[config.mk]
export PLATFORM = sky130hd
export DESIGN_NAME = uart_packet_controller
export DESIGN_NICKNAME = d
export VERILOG_FILES = /design/src/rtl/uart_pkg.sv /design/src/rtl/uart_byte_handshake.sv /design/src/rtl/uart_packet_controller.sv
export SDC_FILE = /design/constraint.sdc
export NUM_CORES = 1
export LEC_CHECK = 0
export CORE_MARGIN = 1
export CORE_UTILIZATION = 55
export DETAILED_ROUTE_END_ITERATION = 12
export HOLD_SLACK_MARGIN = 0.1
export PLACE_DENSITY = 0.78
export SLEW_MARGIN = 40
export SYNTH_ARGS = -nofsm -noshare
export SYNTH_HDL_FRONTEND = slang
export SYNTH_SLANG_ARGS = --single-unit
[constraint.sdc]
create_clock -name clock_12MHz -period 5.3 [get_ports clock_12MHz]
set_clock_uncertainty 0.1 [all_clocks]
set_input_delay 0.53 -clock clock_12MHz [delete_from_list [all_inputs] [get_ports clock_12MHz]]
set_output_delay 0.53 -clock clock_12MHz [all_outputs]
set_load 0.02 [all_outputs]
[src/rtl/uart_pkg.sv]
// Shared definitions for the UART receive path: framer states, packet status
// codes and default timing constants.
package uart_pkg;

  typedef enum logic [2:0] {
    HUNT,
    CMD,
    LEN,
    PAYLOAD,
    CSUM,
    DONE
  } state_t;

  typedef logic [1:0] status_t;

  localparam status_t STATUS_OK       = 2'd0;
  localparam status_t STATUS_BAD_LEN  = 2'd1;
  localparam status_t STATUS_BAD_CSUM = 2'd2;
  localparam status_t STATUS_TIMEOUT  = 2'd3;

  localparam logic [7:0] DEFAULT_SYNC_BYTE = 8'hA5;
  localparam int         DEFAULT_MAX_LEN   = 16;

  // 9600 baud at 12 MHz; the inter-byte timeout is two 10-bit byte times.
  localparam int CYCLES_PER_BIT         = 1250;
  localparam int DEFAULT_TIMEOUT_CYCLES = 20 * CYCLES_PER_BIT;

  function automatic logic [7:0] csum_add(input logic [7:0] acc, input logic [7:0] data);
    return acc + data;
  endfunction

endpackage

[src/rtl/uart_byte_handshake.sv]
// Turns the receiver's level-style data_valid into a single accept strobe per
// byte and generates the registered rx_ready pulse that acknowledges it.
module uart_byte_handshake
  import uart_pkg::*;
(
  input  logic       clock_12MHz,
  input  logic       reset,
  input  logic [7:0] rx_data,
  input  logic       rx_data_valid,
  input  logic       enable,
  output logic       rx_ready,
  output logic       byte_stb,
  output logic [7:0] byte_data
);

  logic skip;

  assign byte_stb  = rx_ready & rx_data_valid;
  assign byte_data = rx_data;

  // The receiver keeps valid high for a cycle after it sees ready, so once a
  // byte is taken we wait for valid to be seen low before asking again.
  always_ff @(posedge clock_12MHz) begin
    if (reset) begin
      rx_ready <= 1'b0;
      skip     <= 1'b0;
    end else begin
      rx_ready <= rx_data_valid & enable & ~skip & ~rx_ready;
      if (byte_stb)
        skip <= 1'b1;
      else if (!rx_data_valid)
        skip <= 1'b0;
    end
  end

endmodule

[src/rtl/uart_packet_controller.sv]
// Frames accepted UART bytes into sync/cmd/len/payload/checksum packets,
// streams the payload to an external buffer and reports one result per packet.
//
//   state   | meaning
//   --------+-----------------------------------------------------------
//   HUNT    | dropping bytes until SYNC_BYTE is seen
//   CMD     | next byte is the command
//   LEN     | next byte is the payload length (0..MAX_LEN)
//   PAYLOAD | writing payload bytes to the buffer
//   CSUM    | next byte is compared against the running checksum
//   DONE    | result presented on pkt_*, receiver back-pressured until ack
module uart_packet_controller
  import uart_pkg::*;
#(
  parameter logic [7:0] SYNC_BYTE      = DEFAULT_SYNC_BYTE,
  parameter int         MAX_LEN        = DEFAULT_MAX_LEN,
  parameter int         TIMEOUT_CYCLES = DEFAULT_TIMEOUT_CYCLES
) (
  input  logic       clock_12MHz,
  input  logic       reset,
  input  logic [7:0] rx_data,
  input  logic       rx_data_valid,
  output logic       rx_ready,
  output logic       pay_we,
  output logic [7:0] pay_addr,
  output logic [7:0] pay_wdata,
  output logic       pkt_valid,
  output logic [7:0] pkt_cmd,
  output logic [7:0] pkt_len,
  output logic [1:0] pkt_status,
  input  logic       pkt_ack
);

  localparam int         TMO_W       = $clog2(TIMEOUT_CYCLES + 1);
  localparam logic [7:0] MAX_LEN_B   = 8'(MAX_LEN);
  localparam logic [TMO_W-1:0] TMO_LIMIT = TMO_W'(TIMEOUT_CYCLES);

  state_t           state, state_next;
  logic [7:0]       csum, csum_next;
  logic [7:0]       idx, idx_next;
  logic [7:0]       cmd_next, len_next;
  status_t          status_q, status_next;
  logic [TMO_W-1:0] tmo_cnt, tmo_next;
  logic             we_next;
  logic [7:0]       addr_next, wdata_next;
  logic             in_packet;
  logic             timeout_hit;
  logic             hs_enable;
  logic             byte_stb;
  logic [7:0]       byte_data;

  // Stop asking for bytes both in DONE and on the cycle we are about to enter
  // it, so no byte is ever swallowed while a result is pending.
  assign hs_enable = (state != DONE) && (state_next != DONE);

  uart_byte_handshake u_handshake (
    .clock_12MHz   (clock_12MHz),
    .reset         (reset),
    .rx_data       (rx_data),
    .rx_data_valid (rx_data_valid),
    .enable        (hs_enable),
    .rx_ready      (rx_ready),
    .byte_stb      (byte_stb),
    .byte_data     (byte_data)
  );

  always_ff @(posedge clock_12MHz) begin
    if (reset) begin
      state      <= HUNT;
      csum       <= '0;
      idx        <= '0;
      pkt_cmd    <= '0;
      pkt_len    <= '0;
      status_q   <= STATUS_OK;
      tmo_cnt    <= '0;
      pay_we     <= 1'b0;
      pay_addr   <= '0;
      pay_wdata  <= '0;
    end else begin
      state      <= state_next;
      csum       <= csum_next;
      idx        <= idx_next;
      pkt_cmd    <= cmd_next;
      pkt_len    <= len_next;
      status_q   <= status_next;
      tmo_cnt    <= tmo_next;
      pay_we     <= we_next;
      pay_addr   <= addr_next;
      pay_wdata  <= wdata_next;
    end
  end

  always_comb begin
    state_next  = state;
    csum_next   = csum;
    idx_next    = idx;
    cmd_next    = pkt_cmd;
    len_next    = pkt_len;
    status_next = status_q;
    we_next     = 1'b0;
    addr_next   = pay_addr;
    wdata_next  = pay_wdata;
    tmo_next    = '0;

    in_packet   = (state == CMD) || (state == LEN) || (state == PAYLOAD) || (state == CSUM);
    timeout_hit = in_packet && !byte_stb && (tmo_cnt == TMO_LIMIT);

    if (in_packet && !byte_stb)
      tmo_next = tmo_cnt + TMO_W'(1);

    unique case (state)
      HUNT: begin
        if (byte_stb && byte_data == SYNC_BYTE) begin
          state_next  = CMD;
          csum_next   = '0;
          idx_next    = '0;
          cmd_next    = '0;
          len_next    = '0;
          status_next = STATUS_OK;
        end
      end
      CMD: begin
        if (byte_stb) begin
          cmd_next   = byte_data;
          csum_next  = byte_data;
          state_next = LEN;
        end
      end
      LEN: begin
        if (byte_stb) begin
          len_next  = byte_data;
          csum_next = csum_add(csum, byte_data);
          if (byte_data > MAX_LEN_B) begin
            state_next  = DONE;
            status_next = STATUS_BAD_LEN;
          end else if (byte_data == 8'd0) begin
            state_next = CSUM;
          end else begin
            state_next = PAYLOAD;
            idx_next   = '0;
          end
        end
      end
      PAYLOAD: begin
        if (byte_stb) begin
          we_next    = 1'b1;
          addr_next  = idx;
          wdata_next = byte_data;
          csum_next  = csum_add(csum, byte_data);
          idx_next   = idx + 8'd1;
          if (idx == pkt_len - 8'd1)
            state_next = CSUM;
        end
      end
      CSUM: begin
        if (byte_stb) begin
          state_next  = DONE;
          status_next = (byte_data == csum) ? STATUS_OK : STATUS_BAD_CSUM;
        end
      end
      DONE: begin
        if (pkt_ack)
          state_next = HUNT;
      end
      default: state_next = HUNT;
    endcase

    // An accept on the terminal-count cycle wins over the timeout.
    if (timeout_hit) begin
      state_next  = DONE;
      status_next = STATUS_TIMEOUT;
    end
  end

  assign pkt_valid  = (state == DONE);
  assign pkt_status = status_q;

endmodule
Word-level counts from Yosys, hierarchy flattened

Index checks and enable logic that the tools add are counted.

Add/subtract/negate cells: 4
$lt $le $gt $ge: 1
Equality and inequality tests: 23
Muxes and demuxes: 32
Bitwise operators: 8
Reduce and logical (&&, ||, !) cells: 24

Operators with widths:

| cell                                                 | number |
|---|---|
| 2-to-1 mux 8 bit                                     | 7 |
| one-hot mux 8 bit (3 select lines)                   | 2 |
| one-hot mux 8 bit (2 select lines)                   | 2 |
| 2-to-1 mux 3 bit                                     | 10 |
| one-hot mux 3 bit (6 select lines)                   | 1 |
| equality test 8 bit                                  | 2 |
| adder 15 x 1 -> 15 bit (second input constant)       | 1 |
| equality test 15 bit (second input constant)         | 1 |
| inequality test 3 bit (second input constant)        | 5 |
| 2-to-1 mux 2 bit                                     | 6 |
| inequality test 2 bit (second input constant)        | 6 |
| adder 8 x 1 -> 8 bit (second input constant)         | 1 |
| adder 8 bit                                          | 1 |
| equality test 8 bit (second input constant)          | 1 |
| > comparator 8 x 5 -> 1 bit (second input constant)  | 1 |
| logical NOT 8 bit                                    | 1 |
| subtractor 8 x 1 -> 8 bit (second input constant)    | 1 |
| equality test 3 x 2 -> 1 bit (second input constant) | 2 |
| equality test 3 bit (second input constant)          | 2 |
| one-hot mux 2 bit (3 select lines)                   | 1 |
| AND reduction 3 bit                                  | 2 |
| AND reduction 6 bit                                  | 1 |
| nonzero test 3 bit                                   | 2 |
| OR reduction 2 bit                                   | 3 |
| other kinds (15)                                     | 30 |

Bits in registers: 71
Bits of input ports: 12

Depth between registers and ports, before layout

Depth after elaboration: 12
Gate-level depth with buffers: 10
Gate-level depth less buffers: 8

Modules after synthesis

From an unflattened synthesis, not the netlist that was laid out.

Cells, all modules: 452
Area total of the unflattened synthesis: 3,698.5 µm²

By module, submodules not included:

| module                 | times used | cells each | area an instance (µm²) | seq. area each (µm²) |
|---|---|---|---|---|
| uart_packet_controller | 1          | 438        | 3,570.9                | 1,381.3 |
| uart_byte_handshake    | 1          | 14         | 127.6                  | 40.0 |

Least setup slack after synthesis

No wires, ideal clock.

Path type: reg2reg
Start: register pkt_len[0]
End: register u_handshake.rx_ready
Library setup time: 0.115 ns
Arrival: 2.112 ns
Required time: 5.085 ns
Path slack: 2.973 ns
Stages on the path, launching flop included: 11
Path buffers: 2
Cell sequence: dfxtp_1 > clkbuf_1 > inv_1 > ha_1 > buf_1 > o21bai_1 > a211oi_1 > o21ai_0 > a211oi_2 > a31oi_1 > o21a_1

Longest elaborated chain between the ends: 11

RTL lines:

| item                               | line                          | text |
|---|---|---|
| start: declaration                 | uart_packet_controller.sv:29  | `output logic [7:0] pkt_len,` |
| start signal: assignment           | uart_packet_controller.sv:84  | `pkt_len <= len_next;` |
| subtractor 8 x 1 -> 8 bit          | uart_packet_controller.sv:151 | `if (idx == pkt_len - 8'd1)` |
| equality test 8 bit                | uart_packet_controller.sv:151 |  |
| 2-to-1 mux 3 bit                   | uart_packet_controller.sv:151 |  |
| 2-to-1 mux 3 bit                   | uart_packet_controller.sv:145 | `if (byte_stb) begin` |
| one-hot mux 3 bit (6 select lines) | uart_packet_controller.sv:111 | `unique case (state)` |
| 2-to-1 mux 3 bit                   | uart_packet_controller.sv:169 | `if (timeout_hit) begin` |
| inequality test 3 bit              | uart_packet_controller.sv:54  | `assign hs_enable = (state != DONE) && (state_next != DONE);` |
| logical AND 1 bit                  | uart_packet_controller.sv:54  |  |
| bitwise AND 1 bit (3 in a row)     | uart_byte_handshake.sv:28     | `rx_ready <= rx_data_valid & enable & ~skip & ~rx_ready;` |
| end signal: assignment             | uart_byte_handshake.sv:28     |  |
| end: declaration                   | uart_byte_handshake.sv:11     | `output logic rx_ready,` |

Every way passes these cells.
A chain may end at the register's enable or synchronous reset.

Worst setup path after layout

Start: register state[0]
End: output port pkt_valid

Longest elaborated chain between the ends: 1

RTL lines:

| item                     | line                          | text |
|---|---|---|
| start: declaration       | uart_packet_controller.sv:38  | `state_t state, state_next;` |
| start signal: assignment | uart_packet_controller.sv:80  | `state <= state_next;` |
| equality test 3 bit      | uart_packet_controller.sv:175 | `assign pkt_valid = (state == DONE);` |
| end: declaration         | uart_packet_controller.sv:27  | `output logic pkt_valid,` |

Every way passes these cells.

==> summary.md <==
| Metric | Value |
|---|---|
| Run status | finished with violations |
| Failing checks | DRC |
| Syn Area/Cell | ~8.6 sq um |
| GRT Overall Usage | 0.253 |
| Minimum clock period | 3.11 ns |
| Leak pwr | around 1.5 nW |
| DRT Pass-1 Iters | 9 |
| VDD IR-drop max | 139 uV |
| Peak Freq | 322 MHz |
| Sequential cell area | 1420 sq um |
| CTS Buffer Depth | 2 |
| Overflow after GRT | 0 |
| Cell Pwr Density | approximately 220 nW/um^2 |
| Critical path class | reg2out |
| DRT Wirelength | 8.41 mm |
| Routed len/inst | approximately 15 um |
| CP arrival | 2.48 ns |
| Num CTS Buffers | 9 |
| Yosys cell types | between 50 and 60 |
| Post-Syn Nets | 457 |
| Core footprint | around 6400 sq um |
| Flops & latches, synth | 71 |
| Max Used Layer | met4 |
| Die height | 84.1 um |
| Clk root buf | clkbuf_8 |
| Chip Width | roughly 84 um |
| Most frequent cell after synthesis | dfxtp_1 |
| IO buf count | between 40 and 50 |
| # DRC | 8 |
| Drt via density | 5.88 |
| First-pass GRT wire length | around 14 mm |
| Final setup TNS | 0 ns |
| Final Setup Violations | 0 |
| Async S/R FF share, synth | 0 |
| Synthesis Warnings | 0 |
| Fill cell count | ~530 |
| Die ar. | 7070 sq um |
| Iteration-0 DRC Markers | 184 |
| P&R area growth vs syn | 17.1% |
| Number of flops mapped to enable cells by yosys | 0 |
| Gates resized, CTS repair | 0 |
| Cell family with most CP delay | simple AND/OR/NAND/NOR gates |
| CP Max Fanout | 12 |
| Slew HR | 0.468 |
| Area of the multi-input gates | 2130 sq um |
| Worst skew pair latency | 0.35 ns |
| Tightest Hold Check Type | reg2reg |
| Synth cell count leaders | dfxtp_1, nor2_1, nand2_1 |
| Register area share after synthesis | 0.384 |
| Largest net degree at the start of global routing | 51 |
| Slack of the critical path | 2.19 ns |
| Initial Utilization | 0.577 |
| Vias in the first global route | between 3000 and 4000 |
| Fin. max-slew vios | 0 |
| Initial antenna violation count | 0 |
| Crit path capture type | primary output |
| Startpoint Class | flip-flop |
| RSZ-0062 raised after global routing | no |
| Detail Route Antenna Nets | 0 |
| Syn Std Cell Area | 3700 sq um |
| Antenna cells | 0 |
| Slew @ Worst Pin | 0.794 ns |
| Hold_buf cts | 0 |
| Synth area leaders | dfxtp_1, nor2_1, xnor2_1, nand2_1, a22oi_1 |
| Crit path buffers/inverters | 2 |
| M1 wire length | 4.02 mm |
| R2R Setup Slk | 2.90 ns |
| CP peak stage delay | 0.67 ns |
| CP max-delay cell | nor2b_1 |
| Max-Cap Viols | 0 |
| Req. time, crit path | 4.67 ns |
| Mapped Cells | 433 |
| Clock sinks | 71 |
| Layout Nets | 491 |
| CTS tree | built |
| Met3 WL | 397 um |
| Layout cells sized above 1 | 0.0869 |
| # IOs | 49 |
| Post-CTS setup repair buffer count | 0 |
| H-tree levels | 3 |
| Area share of the largest cell type after synthesis | 0.384 |
| Area leader, netlist | dfxtp_1 |
| Crit-path cells | nor2b_1 > nand2_1 > inv_1 > clkdlybuf4s50_1 |
| Placer Congestion | 0.884 |
| Period utilization | 0.586 |
| Worst-path clk slew | around 0.080 ns |
| Fin. Hold Viols | 0 |
| DR WL met2 | 3.77 mm |
| Row count | 29 |
| Via Count | approximately 3200 |
| Dpl hpwl | 5.96 mm |
| Main synth FF type | dfxtp_1 |
| Dpl ws | around 2.1 ns |
## final timing paths
check	start	depth (start not counted)	endpoint
hold reg to reg	pay_addr[1]$_SDFFE_PP0P_	2	pay_addr[1]$_SDFFE_PP0P_
setup reg to reg	pkt_len[0]$_SDFFE_PP0P_	8	u_handshake.rx_ready$_SDFF_PP0_
hold / removal	pay_addr[1]$_SDFFE_PP0P_	2	pay_addr[1]$_SDFFE_PP0P_
setup / recovery	state[0]$_SDFF_PP0_	4	pkt_valid
## sequential cells by signal, indices dropped and copies added (netlist names), 2 cells and up
register / count
tmo_cnt: 15
csum: 8
idx: 8
pay_addr: 8
pay_wdata: 8
pkt_cmd: 8
pkt_len: 8
state: 3
pkt_status: 2
## placed cells by master, fill, tap and decap left out, types with 3 or more instances in the layout
cell and count:
nor3_1 7, clkbuf_8 10, xor2_1 13, a22oi_1 21
nor4_2 4, mux2i_1 3, nor2_1 60, ha_1 11
o21ai_0 9, a211oi_1 7, nor4b_2 3, clkdlybuf4s50_1 47
nor4_1 5, and4b_1 3, and3_1 9, nand2_1 44
dfxtp_1 71, a21oi_1 28, a21o_1 5, xnor2_1 20
a211oi_2 3, inv_1 8, nor2_2 4, nand4_1 4
nand2b_1 12, o21a_1 3, nand3_1 12
## final cells by class
| class | count | area share |
|---|---|---|
| tap | 77 | 0.0222 |
| inverter | 8 | 0.00692 |
| clock buffer | 10 | 0.0317 |
| sequential | 71 | 0.328 |
| multi-input combinational | 329 | 0.491 |
| clock inverter | 6 | 0.0101 |
| timing repair buffer | 48 | 0.110 |
## report_power, final
group / total, mW / leakage [nW] / internal (mW) / switching, mW
sequential: 0.535 / 0.572 / 0.534 / 0.000938
clock: 0.394 / 0.0930 / 0.185 / 0.209
combinational: 0.0436 / 0.858 / 0.0161 / 0.0275
total: 0.972 / 1.52 / 0.735 / 0.237
## metal layers
layer  GRT usage  up-vias
li1            -     1606
met3      0.0485       21
met4       0.149        0
met2       0.384       82
met1       0.334     1518
met5           0        -
## stage by stage
stage / area [sq um] / cells / hold WS, ns / power (mW) / util
6_report: 4340 / 549 / 0.355 / 0.972 / 0.676
4_1_cts: 4340 / 549 / 0.358 / 0.978 / 0.676
5_1_grt: 4340 / 549 / 0.368 / 1.01 / 0.676
3_3_place_gp: 4140 / 533 / 0.342 / 0.589 / 0.645
3_5_place_dp: 4160 / 533 / 0.347 / 0.590 / 0.647
2_1_floorplan: 3700 / 433 / 0.342 / 0.572 / -
## cell families (layout without fill, tap and decap cells)
group | Yosys count | after routing | share of synthesized area
multiplexers | 4 | 4 | 0.0111
buffers and inverters | 33 | 72 | 0.0439
XOR/XNOR | 33 | 33 | 0.0780
adder cells (fa/ha/maj) | 12 | 12 | 0.0426
flip-flops | 71 | 71 | 0.384
AND/OR/NAND/NOR | 182 | 182 | 0.254
AO/OA/AOI/OAI | 98 | 98 | 0.186
## worst reg2reg max path: stages (launching register included)
cell      delay, ns
dfxtp_1        0.52
inv_1          0.09
ha_1           0.31
o21bai_1       0.19
a211oi_1       0.23
o21ai_0        0.14
a211oi_2       0.35
a31oi_1        0.17
o21a_1         0.20
No activity file was read; power rests on OpenSTA's default activity.
==> RTL change, RTL diff (config.mk and constraints unchanged) <==
Change the package constant `CYCLES_PER_BIT` from 1250 to 312.
--- a/src/rtl/uart_pkg.sv
+++ b/src/rtl/uart_pkg.sv
@@ -22,7 +22,7 @@
   localparam int         DEFAULT_MAX_LEN   = 16;
 
   // 9600 baud at 12 MHz; the inter-byte timeout is two 10-bit byte times.
-  localparam int CYCLES_PER_BIT         = 1250;
+  localparam int CYCLES_PER_BIT         = 312;
   localparam int DEFAULT_TIMEOUT_CYCLES = 20 * CYCLES_PER_BIT;
 
   function automatic logic [7:0] csum_add(input logic [7:0] acc, input logic [7:0] data);
Function: no difference found for any inputs over 10 cycles, from zero or initial values and one cycle with reset high; that may be too few to reach the edited logic, so the function may still have changed.
==> RTL change against the unedited design <==
Register-to-register slack got worse by 0.35 ns. Non-clock buffer count up 2. Critical path type is now flip-flop to flip-flop. Area after synthesis shrank 5.0%. Highest routed layer unchanged. Sequential cell count is 2 lower. Wire length shrank 4.7%. Critical endpoint is now pay_wdata[6]. Critical path depth grew 1. Synthesized cell count shrank 4.8%. Power grew 12%. Cell area down 1.6%. Worst setup slack gained 0.36 ns.
==> RTL change: results (changes against the unedited design) <==
metric,value,unit,change
outcome,"finished, final reports clean",,was finished with violations
min cycle time layout,2.75,ns,was 3.11 ns
dpl hpwl,5.68,mm,was 5.96 mm
total power,0.00109,W,was 0.000972 W
Post-Synth XOR/XNOR Area,0.0768,,was 0.0780
Signal inverters,9,,was 8
Sw Pwr,0.000240,W,was 0.000237 W
first-pass GRT wire length,13.5,mm,was 14.2 mm
post-synthesis mux area share,0.0117,,was 0.0111
violation count after the first detailed-route iteration,165,,was 184
Clock Buffer Count,9,,was 10
Area contributors post-synth,"dfxtp_1 39%, xor2_1 6.0%, nor2_1 5.9%",,"was dfxtp_1 38%, nor2_1 6.2%, xnor2_1 4.7%"
nets,478,,was 491
compound-gate portion of the synthesized area,0.186,,about the same
critical path peak fanout,17,,was 12
Die ar.,6720,µm²,was 7070 µm²
hold path startpoint,pay_addr[2],,was pay_addr[1]
placed cell areas,4030,µm²,was 4160 µm²
Combinational Power,0.0000449,W,was 0.0000436 W
routed vias,3144,,was 3227
register fraction of the total cell area,0.323,,was 0.328
Leak,1.55,nW,was 1.52 nW
CP peak stage delay,0.70,ns,was 0.67 ns
CTS max path bufs,2,,unchanged
cells on worst reg2reg path,5,,was 8
Slew @ Worst Pin,0.764,ns,was 0.794 ns
seq_cells,69,,was 71
hold endpoint,pay_addr[2],,was pay_addr[1]
reg-to-reg endpoint,pay_wdata[6],,was u_handshake.rx_ready
gr usage total,0.266,,was 0.253
Synth cell types,63,,was 59
Multi-input gate area,2020,µm²,was 2130 µm²
adder and majority gate portion of the synthesized area,0.0448,,was 0.0426
layout cells sized above 1,0.0806,,was 0.0869
Post-Syn Nets,436,,was 457
#MultiIn Comb,315,,was 329
Setup WS pre-CTS,2.21,ns,was 2.14 ns
R2R Setup Slk,2.55,ns,was 2.90 ns
launch point of the worst path,state[1],,was state[0]
buffering overhead,0.116,,was 0.110
largest net degree at the start of global routing,30,,was 51
sequential area share after synthesis,0.393,,was 0.384
Detailed Routing Iterations Pass 1,5,,was 9
Setup CP Type,flip-flop to flip-flop,,was flip-flop to output pin
Filler cells,479,,was 534
bufs w/o clock,50,,was 48
vias in the first global route,2853,,was 3023
DRT Wirelength,8.02,mm,was 8.41 mm
Critical-path top delay cell,dfxtp_1,,was nor2b_1
Seq pwr share,0.476,,was 0.550
synth cell count leaders,"69 x dfxtp_1, 55 x nor2_1, 44 x nand2_1",,"was 71 x dfxtp_1, 61 x nor2_1, 44 x nand2_1"
[RTL change: tightest hold or removal path: cells and delay by family (launching register included)]
family,cells,cell delay (ns)
and+or+nand+nor,1,0.05
DFF,1,0.31
AOI/OAI and AO/OA,1,0.05
[RTL change: cells by family after synthesis]
kind of cell / after synthesis
xor+xnor: 30
mux: 4
buf+inv: 28
fa+ha+maj: 12
simple gates: 177
compound gates: 92
flops: 69
[RTL change: metrics by stage]
step / hold WS [ns] / cells / util
final: 0.353 / 534 / 0.705
after global routing: 0.370 / 534 / 0.705
after CTS: 0.356 / 534 / 0.705
after detailed placement: 0.346 / 518 / 0.664
after global placement: 0.342 / 518 / 0.662
after floorplan: 0.353 / 412 / -
[RTL change: per-layer routing]
metal | track usage | vias to the layer above | share of wire
met5 | 0 | - | 0
met4 | 0.107 | 0 | 0.019
met3 | 0.0689 | 15 | 0.063
met2 | 0.440 | 92 | 0.49
met1 | 0.326 | 1473 | 0.43
li1 | - | 1564 | -
